[config.mk]
export PLATFORM = sky130hd
export DESIGN_NAME = conv_rdy_seq
export DESIGN_NICKNAME = d
export VERILOG_FILES = /design/src/rtl/cnn_cfg_pkg.sv /design/src/rtl/conv_rdy_seq_wrap_cnt.sv /design/src/rtl/conv_rdy_seq.sv
export SDC_FILE = /design/constraint.sdc
export NUM_CORES = 1
export LEC_CHECK = 0
export CAP_MARGIN = 20
export CORE_MARGIN = 10
export CORE_UTILIZATION = 47
export CTS_BUF_LIST = sky130_fd_sc_hd__clkbuf_16
export DETAILED_ROUTE_END_ITERATION = 8
export HOLD_SLACK_MARGIN = 0.02
export PLACE_DENSITY = 0.68
export SLEW_MARGIN = 20
export SYNTH_ARGS = -nofsm -noshare
export SYNTH_HDL_FRONTEND = slang
export SYNTH_HIERARCHICAL = 1
export SYNTH_SLANG_ARGS = --single-unit
[constraint.sdc]
create_clock -name clk -period 4.3 [get_ports clk]
set_input_delay 0.43 -clock clk [delete_from_list [all_inputs] [get_ports clk]]
set_output_delay 0.43 -clock clk [all_outputs]
set_load 0.1 [all_outputs]
[src/rtl/cnn_cfg_pkg.sv]
// Shared configuration helpers and state encoding for the convolution engine
// output sequencer.
package cnn_cfg_pkg;

    typedef enum logic [1:0] {
        IDLE  = 2'd0,
        RUN   = 2'd1,
        DRAIN = 2'd2
    } seq_state_e;

    // MAC beats needed to finish one output neuron.
    function automatic int beats_per_neuron(input int in_ch, input int lanes, input int kernel);
        return ((in_ch + lanes - 1) / lanes) * kernel * kernel;
    endfunction

    function automatic int clog2_min1(input int n);
        return (n <= 1) ? 1 : $clog2(n);
    endfunction

endpackage

[src/rtl/conv_rdy_seq_wrap_cnt.sv]
// Mod-N counter with synchronous clear, count enable and a terminal-count flag.
module wrap_cnt
    import cnn_cfg_pkg::*;
#(
    parameter int N = 2,
    parameter int W = clog2_min1(N)
) (
    input  logic         clk,
    input  logic         rst,
    input  logic         clr_i,
    input  logic         en_i,
    output logic [W-1:0] cnt_o,
    output logic         last_o
);

    logic [W-1:0] cnt_q;

    assign cnt_o  = cnt_q;
    assign last_o = (cnt_q == W'(N - 1));

    always_ff @(posedge clk or posedge rst) begin
        if (rst)
            cnt_q <= '0;
        else if (clr_i)
            cnt_q <= '0;
        else if (en_i)
            cnt_q <= last_o ? '0 : cnt_q + W'(1);
    end

endmodule

[src/rtl/conv_rdy_seq.sv]
// Output sequencer: counts MAC beats per neuron and hands completed neurons,
// with their linear address and plane, to the output feature-map buffer.
module conv_rdy_seq
    import cnn_cfg_pkg::*;
#(
    parameter int                IN_CH     = 1,
    parameter int                LANES     = 4,
    parameter int                KERNEL    = 5,
    parameter int                ROWS      = 28,
    parameter int                COLS      = 28,
    parameter int                OUT_CH    = 6,
    parameter int                ADDR_W    = 16,
    parameter logic [ADDR_W-1:0] ADDR_BASE = '0
) (
    input  logic                          clk,
    input  logic                          rst,
    input  logic                          start,
    input  logic                          beat_valid,
    output logic                          beat_ready,
    output logic                          neuron_valid,
    input  logic                          neuron_ready,
    output logic [ADDR_W-1:0]             out_addr,
    output logic [clog2_min1(OUT_CH)-1:0] out_plane,
    output logic                          plane_done,
    output logic                          layer_done,
    output logic                          busy
);

    localparam int BEATS = beats_per_neuron(IN_CH, LANES, KERNEL);
    localparam int PIX   = ROWS * COLS;
    localparam int BC_W  = clog2_min1(BEATS);
    localparam int PX_W  = clog2_min1(PIX);
    localparam int PL_W  = clog2_min1(OUT_CH);

    seq_state_e        state_q, state_d;
    logic              nv_q, nv_d;
    logic [ADDR_W-1:0] addr_q, addr_d;
    logic [PL_W-1:0]   plane_q, plane_d;
    logic [ADDR_W-1:0] next_addr_q, next_addr_d;
    logic              plane_done_q;
    logic              layer_done_q, layer_done_d;

    logic [BC_W-1:0]   beat_cnt;
    logic [PX_W-1:0]   pix_cnt;
    logic [PL_W-1:0]   plane_cnt;
    logic              beat_last, pix_last, plane_last;
    logic              start_acc, beat_acc, complete, hs;
    logic              unused_cnt;

    assign start_acc = start && (state_q == IDLE);
    // Only the completing beat can stall, and only while the output slot is full.
    assign beat_ready = (state_q == RUN) && !(beat_last && nv_q && !neuron_ready);
    assign beat_acc   = beat_valid && beat_ready;
    assign complete   = beat_acc && beat_last;
    assign hs         = nv_q && neuron_ready;

    wrap_cnt #(.N(BEATS)) u_beat_cnt (
        .clk(clk), .rst(rst), .clr_i(start_acc), .en_i(beat_acc),
        .cnt_o(beat_cnt), .last_o(beat_last)
    );

    wrap_cnt #(.N(PIX)) u_pix_cnt (
        .clk(clk), .rst(rst), .clr_i(start_acc), .en_i(complete),
        .cnt_o(pix_cnt), .last_o(pix_last)
    );

    wrap_cnt #(.N(OUT_CH)) u_plane_cnt (
        .clk(clk), .rst(rst), .clr_i(start_acc), .en_i(complete && pix_last),
        .cnt_o(plane_cnt), .last_o(plane_last)
    );

    assign unused_cnt = ^{beat_cnt, pix_cnt};

    always_comb begin
        state_d      = state_q;
        layer_done_d = 1'b0;
        case (state_q)
            IDLE:    if (start) state_d = RUN;
            RUN:     if (complete && pix_last && plane_last) state_d = DRAIN;
            DRAIN: begin
                if (hs) begin
                    state_d      = IDLE;
                    layer_done_d = 1'b1;
                end
            end
            default: state_d = IDLE;
        endcase
    end

    always_comb begin
        nv_d        = nv_q;
        addr_d      = addr_q;
        plane_d     = plane_q;
        next_addr_d = next_addr_q;
        if (start_acc)
            next_addr_d = ADDR_BASE;
        // A completion wins over a handshake so back-to-back neurons keep valid high.
        if (complete) begin
            nv_d        = 1'b1;
            addr_d      = next_addr_q;
            plane_d     = plane_cnt;
            next_addr_d = next_addr_q + ADDR_W'(1);
        end else if (hs) begin
            nv_d = 1'b0;
        end
    end

    always_ff @(posedge clk or posedge rst) begin
        if (rst) begin
            state_q      <= IDLE;
            nv_q         <= 1'b0;
            addr_q       <= '0;
            plane_q      <= '0;
            next_addr_q  <= '0;
            plane_done_q <= 1'b0;
            layer_done_q <= 1'b0;
        end else begin
            state_q      <= state_d;
            nv_q         <= nv_d;
            addr_q       <= addr_d;
            plane_q      <= plane_d;
            next_addr_q  <= next_addr_d;
            plane_done_q <= complete && pix_last;
            layer_done_q <= layer_done_d;
        end
    end

    assign neuron_valid = nv_q;
    assign out_addr     = addr_q;
    assign out_plane    = plane_q;
    assign plane_done   = plane_done_q;
    assign layer_done   = layer_done_q;
    assign busy         = (state_q != IDLE);

endmodule

==> summary.md <==
• **run status** finished clean
• **EDFF count, synth** 0
• **number of diodes** 0
• **fin crit share** 65.7%
• **Achievable Freq** 0.354 GHz
• **wire length of the first global-routing pass** 10500 um
• **Pre-antenna DRT Iters** 4
• **Min-Delay Path Class** in2async
• **clock tree skew after final layout** 0.00496 ns
• **most common cell after layout, fill and taps aside** sky130_fd_sc_hd__nand2_1
• **final core utilization** 59.4%
• **count of cells resized by post-cts repair** 0
• **setup repair after global routing missed its margin** false
• **maximum clock insertion buffer count** 2
• **Port Buffers** 28
• **Post-layout nets** 325
• **kind of start point of the critical path** register
• **total of flip-flops plus latches after synthesis** 58
• **die height** 97.5 um
• **number of global-route vias before repair** 2151
• **starting DRC count in detailed routing** 87
• **Power per Cell Area** 460 nW/um^2
• **routability congestion estimate from global placement** 0.787
• **commonest non-fill, non-tap cells in the layout** sky130_fd_sc_hd__nand2_1 (79), sky130_fd_sc_hd__dfrtp_1 (58), sky130_fd_sc_hd__clkdlybuf4s50_1 (27), sky130_fd_sc_hd__inv_1 (17), sky130_fd_sc_hd__nand3_1 (13)
• **top flip-flop cell by instance count after synthesis** sky130_fd_sc_hd__dfrtp_1
• **TritonCTS buffer count** 9
• **proportion of synthesized chip area in sequential cells** 51.4%
• **overall routing resource usage** 13.3%
• **DRC viols** 0
• **total number of vias** 2189
• **vias per cell** 5.53
• **clk root buf** sky130_fd_sc_hd__clkbuf_16
• **Total Die Area** 9500 sq um
• **sum of routed wire length over all layers** 6030 um
• **GRT Residual Overflow** 0
• **total number of placement rows** 28
• **Horiz. Die Dim** 97.5 um
• **FFs w/ async S/R, synth** 100%
• **Clock Sinks** 58
• **IR Drop Worst-Case VDD** 0.000280 V
• **initial antenna violation count** 0
• **number of instances in the synthesized netlist** 283
• **data required time of the worst path** 4.48 ns
• **slew at the pin closest to its max-slew limit** 0.976 ns
• **layout filler cell count** 511
• **Crit Path Category** reg2reg
• **post-synthesis average cell area** 9.97 sq um
• **TritonCTS clock tree** done
• **smallest setup slack after layout** 1.47 ns
• **capturing element type of the critical path** register
• **Netlist cell types** 52
• **min Tclk post-route** 2.83 ns
• **fin area** 3490 sq um
• **Synth Warn #** 6
• **placement-stage worst setup slack** 1.48 ns
• **Clock transition at path regs** 0.05 ns
• **Lkg Pwr** 1.71 nW
• **largest net degree at the start of global routing** 35
• **wire length per cell after detailed routing** 15.2 um
• **number of top-level pins** 29
• **final hold viol count** 0
• **critical-path maximum fanout** 34
• **area delta synth->final** 23.8%
• **share of post-route cells with drive strength above 1** 10.9%
• **Initial Utilization** 47.9%
• **Setup TNS Final** 0 ns
• **max-slew violation count** 0
• **remaining number of nets flagged by the antenna check after routing** 0
• **total power** 1.61 mW
• **Cell Area, Placed** 3160 sq um
• **net count after synthesis** 292
• **# Max-Cap Violations** 0
• **total instance count after detailed placement** 380
• **worst hold margin** 0.377 ns
• **number of H-tree levels** 3
• **headroom to the max-slew limit** 34.7%
• **count of hold buffers inserted by post-cts repair** 0
• **half-perimeter wire length after detailed placement** 3970 um
• **insertion delay to the later sink of the worst-skew pair** 0.32 ns
• **placeable core region** 5890 sq um
• **setup violators final** 0
• **post-synthesis instance area** 2820 sq um
• **Post-CTS Setup Bufs** 0
• **worst endpoint data arrival time** 3.01 ns
• **number of standard cells in the layout, taps in and fillers out** 396
[power by group]
part	internal, mW	switching (mW)	leakage (nW)
registers	0.589	0.0514	0.794
logic	0.0584	0.106	0.747
clock network	0.560	0.243	0.168
total	1.21	0.400	1.71
[synthesized netlist by cell type, types with 4 or more instances]
library cell               instances  area (sq um)
sky130_fd_sc_hd__nand2_1          79           297
sky130_fd_sc_hd__dfrtp_1          58          1450
sky130_fd_sc_hd__inv_1            16          60.1
sky130_fd_sc_hd__nand3_1          13          65.1
sky130_fd_sc_hd__a21oi_1          11          55.1
sky130_fd_sc_hd__nor2_1            9          33.8
sky130_fd_sc_hd__o21ai_0           9          45.0
sky130_fd_sc_hd__o41ai_1           5          43.8
sky130_fd_sc_hd__xor2_1            5          43.8
sky130_fd_sc_hd__buf_2             4          20.0
sky130_fd_sc_hd__ha_1              4          50.1
sky130_fd_sc_hd__mux2i_1           4          40.0
sky130_fd_sc_hd__o311ai_0          4          35.0
sky130_fd_sc_hd__or3_1             4          25.0
[worst paths after layout]
path / startpoint / end / slack, ns / depth (start not counted)
worst min register to register: out_addr[2]$_DFFE_PP0P_ / out_addr[2]$_DFFE_PP0P_ / 0.47 / 2
worst max-delay path: u_beat_cnt/cnt_o[0]$_DFFE_PP0P_ / u_pix_cnt/cnt_o[3]$_DFFE_PP0P_ / 1.47 / 9
worst max register to register: u_beat_cnt/cnt_o[0]$_DFFE_PP0P_ / u_pix_cnt/cnt_o[3]$_DFFE_PP0P_ / 1.47 / 9
max in group asynchronous: rst / next_addr_q[0]$_DFFE_PP0P_ / 3.10 / 3
worst min-delay path: rst / u_plane_cnt/cnt_o[0]$_DFFE_PP0P_ / 0.38 / 2
min in group clk: out_addr[2]$_DFFE_PP0P_ / out_addr[2]$_DFFE_PP0P_ / 0.47 / 2
[state kept, by name, summed over array words and instances, names as in the netlist]
name and flops:
layer_done 1, neuron_valid 1, next_addr_q 16, out_addr 16
out_plane 3, plane_done 1, state_q 2, u_beat_cnt/cnt_o 5
u_pix_cnt/cnt_o 10, u_plane_cnt/cnt_o 3
[worst max-delay path: stages (launching register included)]
cell	delay [ns]
sky130_fd_sc_hd__dfrtp_1	0.42
sky130_fd_sc_hd__inv_1	0.08
sky130_fd_sc_hd__ha_1	0.16
sky130_fd_sc_hd__and4b_4	0.26
sky130_fd_sc_hd__and4b_2	0.31
sky130_fd_sc_hd__nand2_4	0.26
sky130_fd_sc_hd__inv_1	0.34
sky130_fd_sc_hd__inv_1	0.15
sky130_fd_sc_hd__o41ai_4	0.58
sky130_fd_sc_hd__nor2_1	0.11
[layer usage]
layer	up-vias	GRT usage, %	routed length (um)
li1	1074	-	-
met1	1063	17.3	3030
met2	45	18.8	2600
met3	7	4.48	326
met4	0	7.05	79
met5	-	0	0
[cell families (layout without fill, tap and decap cells)]
group,after synthesis,in the layout,synth area share (%)
XOR/XNOR,6,6,1.86
multiplexers,4,4,1.42
adder cells (fa/ha/maj),4,4,1.77
flip-flops,58,58,51.4
AND/OR/NAND/NOR,138,138,25.9
buffers and inverters,24,62,3.90
AO/OA/AOI/OAI,49,49,13.7
[final cells by class]
class / instances / area, sq um / share of cell area, %
Timing Repair Buffer: 30 / 293 / 8.38
Clock inverter: 7 / 110 / 3.15
Clock buffer: 9 / 225 / 6.45
Tap cell: 75 / 93.8 / 2.69
Sequential cell: 58 / 1450 / 41.5
Multi-Input combinational cell: 201 / 1260 / 36.1
Inverter: 16 / 60.1 / 1.72
Power figures use the tool's default switching activity.
